File: src/rtl/mmio_uart_pkg.sv
// Register map, STATUS/CTRL bit positions and TX sequencer encoding shared by
// the MMIO UART peripheral and its FIFOs.
package mmio_uart_pkg;

  localparam logic [7:0] ADDR_GPIO   = 8'h10;
  localparam logic [7:0] ADDR_TXDATA = 8'h18;
  localparam logic [7:0] ADDR_RXDATA = 8'h1C;
  localparam logic [7:0] ADDR_STATUS = 8'h20;
  localparam logic [7:0] ADDR_CTRL   = 8'h24;

  localparam int ST_RX_NONEMPTY  = 0;
  localparam int ST_TX_FULL      = 1;
  localparam int ST_TX_EMPTY     = 2;
  localparam int ST_TX_BUSY      = 3;
  localparam int ST_TX_DONE      = 4;
  localparam int ST_RX_OVF       = 5;
  localparam int ST_TX_OVF       = 6;
  localparam int ST_RX_COUNT_LSB = 8;
  localparam int ST_TX_COUNT_LSB = 16;

  localparam int CTRL_TX_EN    = 0;
  localparam int CTRL_RX_EN    = 1;
  localparam int CTRL_TX_FLUSH = 2;
  localparam int CTRL_RX_FLUSH = 3;
  localparam int CTRL_RX_IE    = 4;
  localparam int CTRL_TX_IE    = 5;

  localparam int TX_TIMEOUT = 16;

  typedef enum logic [1:0] {
    TX_IDLE,
    TX_START,
    TX_WAIT_ACT,
    TX_WAIT_DONE
  } txState_e;

endpackage

File: src/rtl/mmio_uart_sync_fifo.sv
// Synchronous FIFO with flush; a push into a full FIFO is accepted only when
// a pop happens in the same cycle.
module sync_fifo #(
  parameter int WIDTH = 8,
  parameter int DEPTH = 16
) (
  input  logic                     clk,
  input  logic                     reset,
  input  logic                     push_i,
  input  logic                     pop_i,
  input  logic                     flush_i,
  input  logic [WIDTH-1:0]         wdata_i,
  output logic [WIDTH-1:0]         rdata_o,
  output logic                     full_o,
  output logic                     empty_o,
  output logic [$clog2(DEPTH):0]   count_o
);

  localparam int AW = $clog2(DEPTH);
  localparam int CW = AW + 1;

  logic [WIDTH-1:0] mem_q [DEPTH];
  logic [AW-1:0]    wrPtr_q;
  logic [AW-1:0]    rdPtr_q;
  logic [CW-1:0]    count_q;
  logic             doPush;
  logic             doPop;

  assign empty_o = (count_q == '0);
  assign full_o  = (count_q == CW'(DEPTH));
  assign doPop   = pop_i & ~empty_o;
  assign doPush  = push_i & (~full_o | doPop);
  assign rdata_o = mem_q[rdPtr_q];
  assign count_o = count_q;

  always_ff @(posedge clk) begin
    if (reset && !flush_i && doPush) begin
      mem_q[wrPtr_q] <= wdata_i;
    end
  end

  // Flush overrides any push or pop in the same cycle.
  always_ff @(posedge clk) begin
    if (!reset || flush_i) begin
      wrPtr_q <= '0;
      rdPtr_q <= '0;
      count_q <= '0;
    end else begin
      if (doPush) wrPtr_q <= wrPtr_q + 1'b1;
      if (doPop)  rdPtr_q <= rdPtr_q + 1'b1;
      case ({doPush, doPop})
        2'b10:   count_q <= count_q + 1'b1;
        2'b01:   count_q <= count_q - 1'b1;
        default: count_q <= count_q;
      endcase
    end
  end

endmodule

File: src/rtl/mmio_uart_periph.sv
// MMIO peripheral: GPIO register, buffered UART TX/RX with a TX start
// sequencer, clear-on-read sticky status flags and a registered interrupt.
module mmio_uart_periph
  import mmio_uart_pkg::*;
#(
  parameter int GPIO_W   = 12,
  parameter int TX_DEPTH = 16,
  parameter int RX_DEPTH = 16
) (
  input  logic              clk,
  input  logic              reset,
  input  logic              sel,
  input  logic [7:0]        addr,
  input  logic              mem_read,
  input  logic              mem_write,
  input  logic [31:0]       wr_data,
  output logic [31:0]       rd_data,
  output logic [GPIO_W-1:0] gpio_out,
  output logic              tx_dv,
  output logic [7:0]        tx_byte,
  input  logic              tx_active,
  input  logic              tx_done,
  input  logic              rx_dv,
  input  logic [7:0]        rx_byte,
  output logic              irq
);

  localparam int TXCW = $clog2(TX_DEPTH) + 1;
  localparam int RXCW = $clog2(RX_DEPTH) + 1;

  logic wrEn, rdEn, statusRd;
  logic txPush, txPop, txFlush, txFull, txEmpty;
  logic rxPush, rxPop, rxFlush, rxFull, rxEmpty;
  logic [7:0] txHead, rxHead;
  logic [TXCW-1:0] txCount;
  logic [RXCW-1:0] rxCount;
  logic txGo, txDoneSet, txOvfSet, rxOvfSet;
  logic [31:0] statusWord, ctrlWord, rdMux;
  logic unusedWrData;

  txState_e          state_q;
  logic [4:0]        timer_q;
  logic              txDv_q;
  logic [7:0]        txByte_q;
  logic [GPIO_W-1:0] gpio_q;
  logic [31:0]       rdData_q;
  logic              txEn_q, rxEn_q, rxIe_q, txIe_q, irq_q;
  logic              txDoneStk_q, rxOvf_q, txOvf_q;
  logic              txDoneStk_d, rxOvf_d, txOvf_d;

  // A simultaneous read and write behaves as a write only.
  assign wrEn     = sel & mem_write;
  assign rdEn     = sel & mem_read & ~mem_write;
  assign statusRd = rdEn & (addr == ADDR_STATUS);

  assign txGo      = (state_q == TX_IDLE) & txEn_q & ~txEmpty & ~tx_active;
  assign txPop     = txGo;
  assign txPush    = wrEn & (addr == ADDR_TXDATA);
  assign txFlush   = wrEn & (addr == ADDR_CTRL) & wr_data[CTRL_TX_FLUSH];
  assign rxPush    = rx_dv & rxEn_q;
  assign rxPop     = rdEn & (addr == ADDR_RXDATA);
  assign rxFlush   = wrEn & (addr == ADDR_CTRL) & wr_data[CTRL_RX_FLUSH];
  assign txDoneSet = (state_q == TX_WAIT_DONE) & tx_done;
  assign txOvfSet  = txPush & txFull & ~txPop;
  assign rxOvfSet  = rxPush & rxFull & ~rxPop;
  assign unusedWrData = ^wr_data;

  sync_fifo #(.WIDTH(8), .DEPTH(TX_DEPTH)) txFifo (
    .clk(clk), .reset(reset), .push_i(txPush), .pop_i(txPop), .flush_i(txFlush),
    .wdata_i(wr_data[7:0]), .rdata_o(txHead), .full_o(txFull), .empty_o(txEmpty),
    .count_o(txCount)
  );

  sync_fifo #(.WIDTH(8), .DEPTH(RX_DEPTH)) rxFifo (
    .clk(clk), .reset(reset), .push_i(rxPush), .pop_i(rxPop), .flush_i(rxFlush),
    .wdata_i(rx_byte), .rdata_o(rxHead), .full_o(rxFull), .empty_o(rxEmpty),
    .count_o(rxCount)
  );

  always_comb begin
    statusWord = '0;
    statusWord[ST_RX_NONEMPTY] = ~rxEmpty;
    statusWord[ST_TX_FULL]     = txFull;
    statusWord[ST_TX_EMPTY]    = txEmpty;
    statusWord[ST_TX_BUSY]     = (state_q != TX_IDLE) | tx_active;
    statusWord[ST_TX_DONE]     = txDoneStk_q;
    statusWord[ST_RX_OVF]      = rxOvf_q;
    statusWord[ST_TX_OVF]      = txOvf_q;
    statusWord[ST_RX_COUNT_LSB +: 8] = 8'(rxCount);
    statusWord[ST_TX_COUNT_LSB +: 8] = 8'(txCount);

    ctrlWord = '0;
    ctrlWord[CTRL_TX_EN] = txEn_q;
    ctrlWord[CTRL_RX_EN] = rxEn_q;
    ctrlWord[CTRL_RX_IE] = rxIe_q;
    ctrlWord[CTRL_TX_IE] = txIe_q;

    rdMux = '0;
    case (addr)
      ADDR_GPIO:   rdMux = 32'(gpio_q);
      ADDR_RXDATA: rdMux = rxEmpty ? 32'h0 : {24'h0, rxHead};
      ADDR_STATUS: rdMux = statusWord;
      ADDR_CTRL:   rdMux = ctrlWord;
      default:     rdMux = '0;
    endcase

    // A set in the same cycle as the clearing read keeps the flag high.
    txDoneStk_d = txDoneSet | (txDoneStk_q & ~statusRd);
    rxOvf_d     = rxOvfSet  | (rxOvf_q     & ~statusRd);
    txOvf_d     = txOvfSet  | (txOvf_q     & ~statusRd);
  end

  always_ff @(posedge clk) begin
    if (!reset) begin
      gpio_q      <= '0;
      rdData_q    <= '0;
      txEn_q      <= 1'b1;
      rxEn_q      <= 1'b1;
      rxIe_q      <= 1'b0;
      txIe_q      <= 1'b0;
      txDoneStk_q <= 1'b0;
      rxOvf_q     <= 1'b0;
      txOvf_q     <= 1'b0;
      irq_q       <= 1'b0;
    end else begin
      if (wrEn && addr == ADDR_GPIO) gpio_q <= wr_data[GPIO_W-1:0];
      if (wrEn && addr == ADDR_CTRL) begin
        txEn_q <= wr_data[CTRL_TX_EN];
        rxEn_q <= wr_data[CTRL_RX_EN];
        rxIe_q <= wr_data[CTRL_RX_IE];
        txIe_q <= wr_data[CTRL_TX_IE];
      end
      if (rdEn) rdData_q <= rdMux;
      txDoneStk_q <= txDoneStk_d;
      rxOvf_q     <= rxOvf_d;
      txOvf_q     <= txOvf_d;
      irq_q       <= (rxIe_q & ~rxEmpty) | (txIe_q & txEmpty & (state_q == TX_IDLE));
    end
  end

  // The head byte is popped on the IDLE->START edge and held in txByte_q.
  always_ff @(posedge clk) begin
    if (!reset) begin
      state_q  <= TX_IDLE;
      timer_q  <= '0;
      txDv_q   <= 1'b0;
      txByte_q <= '0;
    end else begin
      case (state_q)
        TX_IDLE: begin
          if (txGo) begin
            state_q  <= TX_START;
            txDv_q   <= 1'b1;
            txByte_q <= txHead;
          end
        end
        TX_START: begin
          txDv_q  <= 1'b0;
          timer_q <= '0;
          state_q <= TX_WAIT_ACT;
        end
        TX_WAIT_ACT: begin
          if (tx_active) state_q <= TX_WAIT_DONE;
          else if (timer_q == 5'(TX_TIMEOUT - 1)) state_q <= TX_IDLE;
          else timer_q <= timer_q + 1'b1;
        end
        TX_WAIT_DONE: begin
          if (tx_done) state_q <= TX_IDLE;
        end
        default: state_q <= TX_IDLE;
      endcase
    end
  end

  assign rd_data  = rdData_q;
  assign gpio_out = gpio_q;
  assign tx_dv    = txDv_q;
  assign tx_byte  = txByte_q;
  assign irq      = irq_q;

endmodule

File: config.mk
export PLATFORM = sky130hd
export DESIGN_NAME = mmio_uart_periph
export DESIGN_NICKNAME = d
export VERILOG_FILES = /design/src/rtl/mmio_uart_pkg.sv /design/src/rtl/mmio_uart_sync_fifo.sv /design/src/rtl/mmio_uart_periph.sv
export SDC_FILE = /design/constraint.sdc
export NUM_CORES = 1
export LEC_CHECK = 0
export ABC_CLOCK_PERIOD_IN_PS = 4760
export BUFFER_PORTS_ARGS = -buffer_cell sky130_fd_sc_hd__buf_2
export CORE_MARGIN = 2
export CORE_UTILIZATION = 60
export DETAILED_ROUTE_END_ITERATION = 16
export PLACE_DENSITY = 0.86
export SLEW_MARGIN = 40
export SYNTH_ARGS = -nofsm -noshare
export SYNTH_HDL_FRONTEND = slang
export SYNTH_HIERARCHICAL = 1
export SYNTH_SLANG_ARGS = --single-unit
File: constraint.sdc
create_clock -name clk -period 4.76 [get_ports clk]
set_input_delay 0.476 -clock clk [delete_from_list [all_inputs] [get_ports clk]]
set_output_delay 0.476 -clock clk [all_outputs]
set_load 0.01 [all_outputs]
==> metrics.yaml <==
hold_path:
  min_to: "gpio_out[11]$_SDFFE_PN0P_"
  holdPathStages: 3
  worst_hold_path_type: "primary input to flop"
  worstHoldStart: "wr_data[11]"
grt:
  antenna_found_initial: 0
  track_usage_pct: 25.6
  grt_remaining_overflow: 0
  grt_max_degree: 35
  grt_first_pass_wirelength_um: 49700
  grt_pass1_vias: 8587
setup_path:
  cp_num_buf_inv: 1
  timing.rr.start: "txFifo/count_o[1]$_SDFFE_PP0P_"
  cp.required_ns: 5.15
  regToRegSetupSlack_ns: 1.15
  critPathCaptureType: "flop"
  cp_top_family: "simple AND/OR/NAND/NOR gates"
  slowest_delay_ns: 0.44
  critPathKind: "flop to flop"
  cpMaxStageDelayCell: "or3b_1"
  cp_max_fo: 9
  ff2ff_path_depth: 11
  cp.depth: 11
  r2r-end: "txFifo/count_o[4]$_SDFFE_PP0P_"
  start_kind: "flop"
  arrival_ns: 4.00
  crit_chain: "or4_1 > nor2_1 > or3b_1 > inv_1 > nor2b_1 > o21ai_4 > fa_1 > nand2b_1 > a21o_1 > a2111o_1 > a211o_1"
timing:
  setup_tns_ns: 0
  skew_ns: 0.0371
  worst_pin_slew_ns: 0.900
  min_period_ns: 3.61
  holdWs_ns: 0.243
  finalCritPeriodShare_pct: 75.9
  max_freq_mhz: 277
  rsz0062_at_grt: "false"
  hold_viol: 0
  drv_slew: 0
  setup_viol: 0
  relSlewSlack_pct: 39.7
die:
  fp.coreArea_um2: 23500
  fp-row-count: 56
  io_pins: 110
  start_util_pct: 61.5
  fp.dieW_um: 159
  die_h_um: 159
  dieArea_um2: 25400
placement:
  place_hpwl_um: 20400
  port_buffers: 75
  routabilityCongestion: 0.882
  post_dp_cell_area_um2: 15000
clocking:
  htreeDepth: 2
  cts.clk_slew.worst_paths_ns: 0.06
  cts_tree: "yes"
  root_buffer: "clkbuf_16"
  numCtsBuffers: 35
  cts_buffer_depth: 3
  clkSinkCount: 344
  cts_resized: 0
  clock_latency_ns: 0.53
  hold_buffers: 0
  post_cts_buffers: 0
yosys:
  ys_seq_area_share_pct: 65.3
  yosys.cell_types.count: 69
  synth-async-reset-ratio_pct: 0
  syn_inst: 954
  synth_warnings: 6
  synthFlopType: "edfxtp_1"
  synth_edf_count: 256
  synth_area_um2: 14500
  syn_area_per_cell_um2: 15.2
  ys_ff_latch: 344
cells_and_area:
  fin_nets: 1101
  n_antenna_cell: 0
  fin_area_um2: 16100
  syn_to_final_growth_pct: 11.5
  drive_gt1_share_pct: 22.1
power_and_ir_drop:
  power_density_nw_per_um2: 382
  p_leak_nw: 5.47
  ir_drop_v: 0.000299
  total_power_mw: 6.16
route:
  drc: 0
  wl_per_cell_um: 23.8
  dr.pass1.iters: 5
  antenna_left: 0
  vias: 8771
  drt_wl_total_um: 32600
  detail_route.vias_per_cell: 6.40
  drt-initial-drc-count: 967
run_status:
  status: "finished, final reports clean"
job:
  drv_cap: 0
-- tightest hold or removal path, stage by stage --
cell and delay (ns):
buf_2 0.08, mux2i_1 0.05, nor2b_1 0.09
-- state kept, by name, indices dropped and copies added (netlist names), named ones only --
register and count:
gpio_out 12, irq 1, rd_data 18, rxEn_q 1, rxFifo/count_o 5, rxFifo/mem_q 128
rxFifo/rdPtr_q 4, rxFifo/wrPtr_q 4, rxIe_q 1, rxOvf_q 1, state_q 2, timer_q 5
txDoneStk_q 1, txEn_q 1, txFifo/count_o 5, txFifo/mem_q 128, txFifo/rdPtr_q 4, txFifo/wrPtr_q 4
txIe_q 1, txOvf_q 1, tx_byte 8, tx_dv 1
-- through the flow --
step | util, % | instances | setup slack (ns)
6_report | 68.6 | 1371 | 1.15
5_1_grt | 68.6 | 1371 | 0.969
4_1_cts | 68.5 | 1371 | 1.13
3_5_place_dp | 63.8 | 1307 | 0.831
3_3_place_gp | 63.8 | 1307 | 0.867
2_1_floorplan | - | 967 | 1.05
-- routing by layer --
metal	routed length [um]	share of wire [%]	GRT usage, %
met5	0	0	0
met4	1110	3.4	8.68
met3	3240	9.9	4.82
met2	15600	48	41.1
met1	12600	39	35.8
-- final cells by class --
type | instances | area, um2
flip-flops and latches | 344 | 9460
repair buffers | 86 | 458
multi-input cells | 538 | 4640
well taps | 319 | 399
clock inverters | 17 | 159
inverters | 20 | 75.1
clock buffers | 47 | 952
fillers | 1484 | 7400
-- power breakdown --
| group | internal [mW] | switching [mW] | total [mW] |
|---|---|---|---|
| clock network | 1.53 | 1.12 | 2.65 |
| logic | 0.0756 | 0.177 | 0.252 |
| registers | 3.24 | 0.0241 | 3.26 |
| total | 4.84 | 1.32 | 6.16 |
-- worst max path at each step --
stage	from	end	slack, ns
after floorplan	addr[5]	rxFifo/count_o[4]$_SDFFE_PP0P_	1.05
after global placement	addr[5]	rxFifo/count_o[4]$_SDFFE_PP0P_	0.87
after detailed placement	addr[5]	rxFifo/count_o[4]$_SDFFE_PP0P_	0.83
after CTS	txFifo/count_o[0]$_SDFFE_PP0P_	txFifo/count_o[4]$_SDFFE_PP0P_	1.13
after global routing	txFifo/count_o[0]$_SDFFE_PP0P_	txFifo/count_o[4]$_SDFFE_PP0P_	0.97
final	txFifo/count_o[1]$_SDFFE_PP0P_	txFifo/count_o[4]$_SDFFE_PP0P_	1.15
-- synth_stat cells, types with 8 or more instances --
cell      number  share of area [%]
nand3b_1       8               0.41
a32oi_1        8               0.48
mux2i_1       28                1.9
nor2b_1       43                1.9
nand3_1       11               0.38
clkbuf_1      29               0.75
nor2_1        82                2.1
mux4_2        64                 10
a22oi_1       49                2.5
ha_1          18                1.6
a21oi_1       11               0.38
dfxtp_1       88                 12
nand2b_1       8               0.35
inv_1         18               0.47
xor2_1        11               0.67
edfxtp_1     256                 53
buf_4         15               0.78
nand2_1       52                1.3
buf_2         10               0.35
-- placed cells by master (no fill, tap or decap), drive strengths merged, types with 8 or more instances in the layout --
master / instances
edfxtp: 256
dfxtp: 88
buf: 86
nor2: 84
mux4: 64
nand2: 52
a22oi: 49
clkbuf: 47
nor2b: 43
mux2i: 28
inv: 22
ha: 18
o21ai: 16
conb: 14
a21oi: 11
xor2: 11
nand3: 11
clkinv: 11
nor3: 9
a21boi: 9
nand3b: 8
nand2b: 8
a32oi: 8
-- cell families (layout without fill, tap and decap cells) --
logic type	after synthesis	count (layout)	share of synthesized area, %
mux	94	94	12.1
other cells	1	14	0.0259
flops	344	344	65.3
buf+inv	85	170	3.04
simple gates	262	262	9.63
xor+xnor	15	15	0.908
compound gates	133	133	7.23
fa+ha+maj	20	20	1.83
Note: power is estimated with default switching activity, not from simulation.
